<file path="src/rtl/instruction_fetch_controller.sv">
// Instruction fetch controller for the RISC-V core.
// Owns the fetch PC and drives the combinational instruction memory. Each returned word is
// captured with its PC in a small in-order queue. The queue head is presented to decode over
// a valid/ready handshake. An aligned redirect flushes the queue and retargets the PC. A
// misaligned redirect flushes the queue and parks the block in a sticky error state, which
// only reset clears.

module instruction_fetch_controller #(
    parameter logic [63:0] RESET_PC    = 64'd0,
    parameter int unsigned QUEUE_DEPTH = 2
) (
    input  logic                         clk,
    input  logic                         reset,
    input  logic                         fetch_en,
    output logic [63:0]                  Inst_Address,
    input  logic [31:0]                  Instruction,
    input  logic                         redirect_valid,
    input  logic [63:0]                  redirect_pc,
    output logic                         out_valid,
    input  logic                         out_ready,
    output logic [31:0]                  out_instruction,
    output logic [63:0]                  out_pc,
    output logic [63:0]                  fetch_pc,
    output logic [$clog2(QUEUE_DEPTH):0] queue_count,
    output logic                         misaligned_err
);

    localparam int unsigned PtrW = $clog2(QUEUE_DEPTH);
    localparam int unsigned CntW = PtrW + 1;

    localparam logic [CntW-1:0] CntDepth = CntW'(QUEUE_DEPTH);
    localparam logic [CntW-1:0] CntOne   = CntW'(1);
    localparam logic [PtrW-1:0] PtrOne   = PtrW'(1);

    typedef enum logic [1:0] {
        StIdle,
        StFetch,
        StError
    } state_e;

    state_e          state_q, state_d;
    logic [63:0]     pc_q, pc_d;
    logic [PtrW-1:0] rd_ptr_q, rd_ptr_d;
    logic [PtrW-1:0] wr_ptr_q, wr_ptr_d;
    logic [CntW-1:0] count_q, count_d;
    logic            err_q, err_d;

    // Queue storage: written only on push. The count gates every read, so no reset is needed.
    logic [63:0]     entry_pc_q    [QUEUE_DEPTH];
    logic [31:0]     entry_instr_q [QUEUE_DEPTH];

    logic            redirect_take;
    logic            redirect_bad;
    logic            queue_full;
    logic            pop;
    logic            push;

    // Handshake and qualifier decode shared by the next-state logic and the queue write.
    always_comb begin
        redirect_take = redirect_valid && (state_q != StError);
        redirect_bad  = redirect_take && (redirect_pc[1:0] != 2'b00);
        queue_full    = (count_q == CntDepth);
        pop           = out_valid && out_ready && !redirect_take;
        // A pop on the same edge frees a slot, so a full queue can still accept a word.
        push          = (state_q == StFetch) && fetch_en && !redirect_valid &&
                        (!queue_full || pop);
    end

    // Next-state for the FSM, fetch PC, queue pointers and sticky error flag.
    always_comb begin
        state_d  = state_q;
        pc_d     = pc_q;
        rd_ptr_d = rd_ptr_q;
        wr_ptr_d = wr_ptr_q;
        count_d  = count_q;
        err_d    = err_q;

        if (redirect_take) begin
            // Flush wins over push and pop. A coincident head handshake is simply dropped.
            rd_ptr_d = '0;
            wr_ptr_d = '0;
            count_d  = '0;
            if (redirect_bad) begin
                // Keep the old PC so the faulting context stays visible.
                state_d = StError;
                err_d   = 1'b1;
            end else begin
                pc_d = redirect_pc;
                if (state_q == StFetch && !fetch_en) begin
                    state_d = StIdle;
                end
            end
        end else begin
            unique case (state_q)
                StIdle: begin
                    if (fetch_en) begin
                        state_d = StFetch;
                    end
                end
                StFetch: begin
                    if (!fetch_en) begin
                        state_d = StIdle;
                    end
                end
                StError: begin
                    state_d = StError;
                end
                default: begin
                    state_d = StError;
                end
            endcase

            if (pop) begin
                rd_ptr_d = rd_ptr_q + PtrOne;
            end
            if (push) begin
                wr_ptr_d = wr_ptr_q + PtrOne;
                pc_d     = pc_q + 64'd4;
            end

            unique case ({push, pop})
                2'b10:   count_d = count_q + CntOne;
                2'b01:   count_d = count_q - CntOne;
                default: count_d = count_q;
            endcase
        end
    end

    // Control state with synchronous active-low reset.
    always_ff @(posedge clk) begin
        if (!reset) begin
            state_q  <= StIdle;
            pc_q     <= RESET_PC;
            rd_ptr_q <= '0;
            wr_ptr_q <= '0;
            count_q  <= '0;
            err_q    <= 1'b0;
        end else begin
            state_q  <= state_d;
            pc_q     <= pc_d;
            rd_ptr_q <= rd_ptr_d;
            wr_ptr_q <= wr_ptr_d;
            count_q  <= count_d;
            err_q    <= err_d;
        end
    end

    // Capture the fetched word together with the address it came from.
    always_ff @(posedge clk) begin
        if (reset && push) begin
            entry_pc_q[wr_ptr_q]    <= pc_q;
            entry_instr_q[wr_ptr_q] <= Instruction;
        end
    end

    // Present the queue head. Both data outputs read zero when the queue is empty.
    always_comb begin
        out_valid       = (count_q != '0) && (state_q != StError);
        out_pc          = '0;
        out_instruction = '0;
        if (out_valid) begin
            out_pc          = entry_pc_q[rd_ptr_q];
            out_instruction = entry_instr_q[rd_ptr_q];
        end
    end

    // The instruction memory is addressed directly by the registered fetch PC.
    always_comb begin
        Inst_Address   = pc_q;
        fetch_pc       = pc_q;
        queue_count    = count_q;
        misaligned_err = err_q;
    end

endmodule

</file>
<file path="config.mk">
export PLATFORM = sky130hd
export DESIGN_NAME = instruction_fetch_controller
export DESIGN_NICKNAME = d
export VERILOG_FILES = /design/src/rtl/instruction_fetch_controller.sv
export SDC_FILE = /design/constraint.sdc
export NUM_CORES = 1
export LEC_CHECK = 0
export CORE_ASPECT_RATIO = 0.5
export CORE_MARGIN = 3
export CORE_UTILIZATION = 30
export DETAILED_ROUTE_END_ITERATION = 16
export HOLD_SLACK_MARGIN = 0.05
export REMOVE_ABC_BUFFERS = 1
export SYNTH_ARGS = -nofsm -noshare
export SYNTH_HDL_FRONTEND = slang
export SYNTH_SLANG_ARGS = --single-unit
</file>
<file path="constraint.sdc">
create_clock -name clk -period 16.9 [get_ports clk]
set_input_delay 3.38 -clock clk [delete_from_list [all_inputs] [get_ports clk]]
set_output_delay 3.38 -clock clk [all_outputs]
set_load 0.1 [all_outputs]
</file>
## Word-level counts from Yosys, hierarchy flattened

Memory sizes are Yosys's and may differ from the RTL's. A register that Yosys moved wholly into a read port is not among the register bits.
Index checks and enable logic that the tools add are counted.

| operators by class | value |
|---|---|
| add/subtract/negate cells | 5 |
| multipliers | 0 |
| divide/modulo/power cells | 0 |
| magnitude comparators | 0 |
| eq/ne operators | 9 |
| shift operators | 0 |
| multiplexer cells | 18 |
| bitwise operators | 1 |
| reductions and logical operators | 24 |

Operator list:

| operator | number |
|---|---|
| $mux W64 | 4 |
| $add A64 B3 Y64 const B | 1 |
| $mux W32 | 1 |
| $logic_and A1 B1 Y1 | 10 |
| $mux W2 | 5 |
| $pmux W2 S2 | 2 |
| $reduce_bool A2 Y1 | 4 |
| $mux W1 | 6 |
| $ne A3 B3 Y1 const B | 2 |
| $eq A2 B1 Y1 const B | 2 |
| $eq A2 B2 Y1 const B | 2 |
| $logic_not A1 Y1 | 4 |
| $ne A2 B2 Y1 const B | 2 |
| $reduce_and A2 Y1 | 2 |
| $ne A3 B1 Y1 const B | 1 |
| $reduce_and A3 Y1 | 1 |
| $add A1 B1 Y1 const B | 2 |
| $add A2 B1 Y2 const B | 1 |
| $logic_not A2 Y1 | 1 |
| $reduce_or A2 Y1 | 1 |
| $sub A2 B1 Y2 const B | 1 |
| $logic_or A1 B1 Y1 | 1 |
| $not A1 Y1 | 1 |

| storage, ports and cells | value |
|---|---|
| flip-flop bits (word level) | 71 |
| bits in latches | 0 |
| bits in writable memories | 192 |
| ROM bits | 0 |
| input bits | 101 |
| output and inout port bits | 228 |
| logic and storage cells | 65 |
| memories kept | 2 |

Memories:

| name | words | width | rd ports | clocked after Yosys merged registers in | wr ports | line | text |
|---|---|---|---|---|---|---|---|
| entry_pc_q | 2 | 64 | 1 | 1 | 1 | 49 | `logic [63:0] entry_pc_q [QUEUE_DEPTH];` |
| entry_instr_q | 2 | 32 | 1 | 1 | 1 | 50 | `logic [31:0] entry_instr_q [QUEUE_DEPTH];` |

## Depth between registers and ports, before layout

| depth | value |
|---|---|
| depth after elaboration | 9 |
| gate-level depth with buffers | 9 |
| gate-level depth less buffers | 7 |

## Worst setup path before layout

OpenSTA, ideal clock, no wires.

| timing | value |
|---|---|
| kind | input -> register |
| start point | input redirect_valid |
| end point | memory entry_instr_q[0][0] (enable) |
| library setup time | 0.551 ns |
| data arrival time | 8.118 ns |
| data required time | 16.349 ns |
| slack | 8.231 ns |
| stages | 6 |
| path buffers | 2 |
| path through | clkbuf_1 -> nor2_1 -> and3b_1 -> clkbuf_1 -> nand2_1 -> nor2_1 |

| on the way | value |
|---|---|
| word-level cells in the longest chain between the ends | 8 |
| elaborated cells on any way between the ends | 10 |
| those cells by class | mux (2); reduce/logical (8) |

Ends and longest elaborated chain:

| element | line | text |
|---|---|---|
| start: declaration | 17 | `input logic redirect_valid,` |
| $logic_and A1 B1 Y1 | 60 | `redirect_take = redirect_valid && (state_q != StError);` |
| $logic_not A1 Y1 | 63 | `pop = out_valid && out_ready && !redirect_take;` |
| $logic_and A1 B1 Y1 | 63 |  |
| $logic_or A1 B1 Y1 | 66 | `(!queue_full \|\| pop);` |
| $logic_and A1 B1 Y1 * | 65 | `push = (state_q == StFetch) && fetch_en && !redirect_valid &&` |
| $logic_and A1 B1 Y1 * | 150 | `if (reset && push) begin` |
| $mux W1 * | 150 |  |
| $mux W1 (implied by the code) * | 152 | `entry_instr_q[wr_ptr_q] <= Instruction;` |
| end: declaration | 50 |  |

Mark *: on every way between the ends. The rest lies on a longest branch, timed or not.

==> flow_summary_export.csv <==
group,metric,value,unit
logic_synthesis,synth_area_leaders,"edfxtp_1 47%, dfxtp_1 12%, mux2i_1 8.7%, nor2_1 4.7%, buf_4 3.9%",
place,place_hpwl,26300,um
outcome,run_status,"complete, no violations",
power,p_comb_share,13.8,%
detailed_routing,routed_wl,38400,um
timing,rsz0062_at_grt,"false",
worst_setup_path,crit_cells,4,
floorplanning,dieArea,0.0432,mm2
floorplanning,fp.coreArea,0.0395,mm2
logic_synthesis,dominantRegCellSynth,"edfxtp_1",
power,intPower,1.12,mW
global_route,antenna_found_initial,6,
logic_synthesis,synth_area,0.0122,mm2
run,drv_cap,0,
power,power.leakage,5.12,nW
worst_setup_path,timing.rr.end,"entry_instr_q[1][21]$_DFFE_PP_",
logic_synthesis,synth_edf_count,192,
power,finalPower,1.55,mW
clocking,clk_latency,0.55,ns
logic_synthesis,ys_types,70,
worst_setup_path,path_class,"register to output port",
clocking,cts_tree,"built",
logic_synthesis,synth_async_sr_flop_share,0,%
power,irDropWorstVdd,76.6,uV
layout,nNetsFinal,1430,
power,p_seq_share,46.7,%
worst_setup_path,cp_slowest_cell,"clkdlybuf4s50_1",
layout,area_growth,35.1,%
timing,setup_violations,0,
timing,clock_skew,0.0150,ns
clocking,numCtsBuffers,28,
timing,fin_crit_sh,43.0,%
timing,tightest_slew,1.12,ns
global_route,track_usage,16.9,%
clocking,cts_resized,0,
worst_setup_path,cpLargestDelayFamily,"buffers and inverters",
global_route,grt_overflow,0,
logic_synthesis,syn_avg_cell_area,11.2,um2
timing,drv_slew,0,
global_route,first_global_vias,9337,
layout,final_common_cell,"clkdlybuf4s50_1",
clocking,cts_setup_buffers,0,
global_route,grt_max_degree,100,
floorplanning,ios,329,
timing,finalHoldViolations,0,
detailed_routing,drc_errors,0,
power,power_density,93.8,mW/mm2
timing,finalCriticalPeriod,7.26,ns
place,io_buffers,328,
worst_setup_path,rrSetupSlack,13.71,ns
logic_synthesis,yosys.area.top_type,"edfxtp_1",
worst_setup_path,cp.required,13.52,ns
worst_setup_path,path_buf_inv,2,
clocking,ctsHoldBuffers,0,
hold_path,hold_path.class,"register to register",
detailed_routing,drtAntennaViolNets,0,
layout,final_cell_mix,"328 x clkdlybuf4s50_1, 192 x edfxtp_1, 153 x nor2_1",
timing,slew-limit-headroom,25.1,%
logic_synthesis,yosysTopAreaCellShare,47.3,%
timing,fmax,0.138,GHz
worst_setup_path,r2r_cells,4,
power,p_sw,0.425,mW
worst_setup_path,r2r-start,"queue_count[0]$_SDFFE_PP0P_",
layout,drive_gt1_share,6.15,%
floorplanning,die_h,149,um
logic_synthesis,synth_seq_area_share,59.1,%
detailed_routing,via_per_inst,5.08,
detailed_routing,vias,9587,
clocking,clock_path_buffers,3,
worst_setup_path,crit_path_max_fanout,53,
detailed_routing,wl_per_cell,20.4,um
clocking,cts_root_buffer,"clkbuf_16",
floorplanning,start_util,30.9,%
floorplanning,placementRows,51,
logic_synthesis,synthCells,1085,
worst_setup_path,end_kind,"output port",
logic_synthesis,yosysWarnings,0,
worst_setup_path,start_kind,"register",
clocking,clkTransAtPathRegs,0.06,ns
worst_setup_path,crit_path_max_incr_delay,1.17,ns
clocking,clock-sinks,264,
floorplanning,die_w,291,um
global_route,grt_pass1_wl,57600,um
worst_setup_path,crit_path_cell_trace,"buf_4 -> mux2i_1 -> nor2_1 -> clkdlybuf4s50_1",
power,p_clk_share,39.4,%
layout,fillCellCount,3689,
clocking,cts-htree-levels,1,
worst_setup_path,cp.arrival,3.88,ns
power,switching_share,27.5,%
detailed_routing,dr.pass1.iters,6,
detailed_routing,initialDrtViolationCount,711,
worst_setup_path,crit_path_end,"out_instruction[15]",
logic_synthesis,ys_ff_latch,264,
place,routabilityCongestion,0.788,
timing,setup_tns,0,ns
## sequential cells by signal, indices dropped and copies added (netlist names), named ones only
register / count
rd_ptr_q: 1
entry_pc_q: 128
entry_instr_q: 64
state_q: 2
wr_ptr_q: 1
misaligned_err: 1
Inst_Address: 64
queue_count: 2
## synth_stat cells, drive strengths merged, types with 21 or more instances
cell    count
buf        76
nand4      25
nor2      155
nor3       21
nand2      74
edfxtp    192
mux2i     106
dfxtp      72
a21oi      54
o21ai      41
nand3      44
clkbuf     52
## power groups by stage
stage	logic (mW)	clock network, mW	registers [mW]
final	0.214	0.609	0.722
after global routing	0.221	0.650	0.724
after CTS	0.214	0.621	0.722
after detailed placement	0.214	0	0.736
after global placement	0.212	0	0.735
after floorplan	0.0416	0	0.831
## cell families after synthesis
| logic type | Yosys count | synth area share (%) |
|---|---|---|
| flops | 264 | 59.1 |
| simple gates | 393 | 15.9 |
| compound gates | 178 | 9.46 |
| fa+ha+maj | 1 | 0.103 |
| mux | 108 | 8.89 |
| xor+xnor | 4 | 0.287 |
| buf+inv | 137 | 6.23 |
## how the worst min path moves through the flow
stage | startpoint | to | slack [ns] | cells after the start
2_1_floorplan | rd_ptr_q$_SDFFE_PP0P_ | register | 0.48 | 2
3_3_place_gp | misaligned_err$_SDFFE_PN0P_ | misaligned_err$_SDFFE_PN0P_ | 0.45 | 2
3_5_place_dp | misaligned_err$_SDFFE_PN0P_ | misaligned_err$_SDFFE_PN0P_ | 0.45 | 2
4_1_cts | misaligned_err$_SDFFE_PN0P_ | misaligned_err$_SDFFE_PN0P_ | 0.47 | 2
5_1_grt | misaligned_err$_SDFFE_PN0P_ | misaligned_err$_SDFFE_PN0P_ | 0.50 | 2
6_report | misaligned_err$_SDFFE_PN0P_ | misaligned_err$_SDFFE_PN0P_ | 0.47 | 2
## layer usage
layer  vias up  share of wire (%)  GRT usage (%)
li1       4474                  -              -
met2       258                 54           31.5
met3        52                3.6           2.03
met5         -                  0              0
met1      4803                 40           20.5
met4         0                2.1           4.98
## per-stage QoR
step / setup slack, ns / util, % / cells / hold slack [ns] / instance area, um2
2_1_floorplan: 7.70 / - / 957 / 0.481 / 11500
3_3_place_gp: 10.13 / 39.4 / 1828 / 0.449 / 15500
3_5_place_dp: 10.05 / 39.4 / 1828 / 0.453 / 15500
4_1_cts: 9.54 / 41.7 / 1880 / 0.469 / 16500
5_1_grt: 9.38 / 41.7 / 1886 / 0.499 / 16500
6_report: 9.64 / 41.7 / 1886 / 0.468 / 16500
## worst reg2reg max path: cells and delay by family (launching register included)
kind                   cells  cell delay, ns
and+or+nand+nor            3            1.61
buffers and inverters      1            0.68
DFF                        1            0.45
## layout make-up
type | count | area [um2] | share of cell area (%)
Clock inverter | 10 | 104 | 0.631
Multi-Input combinational cell | 684 | 4260 | 25.9
Inverter | 9 | 33.8 | 0.205
Tap cell | 530 | 663 | 4.03
Sequential cell | 264 | 7210 | 43.8
Clock buffer | 42 | 805 | 4.88
Timing Repair Buffer | 341 | 3380 | 20.5
Antenna cell | 6 | 15.0 | 0.0912
(Power assumes the default switching activity.)
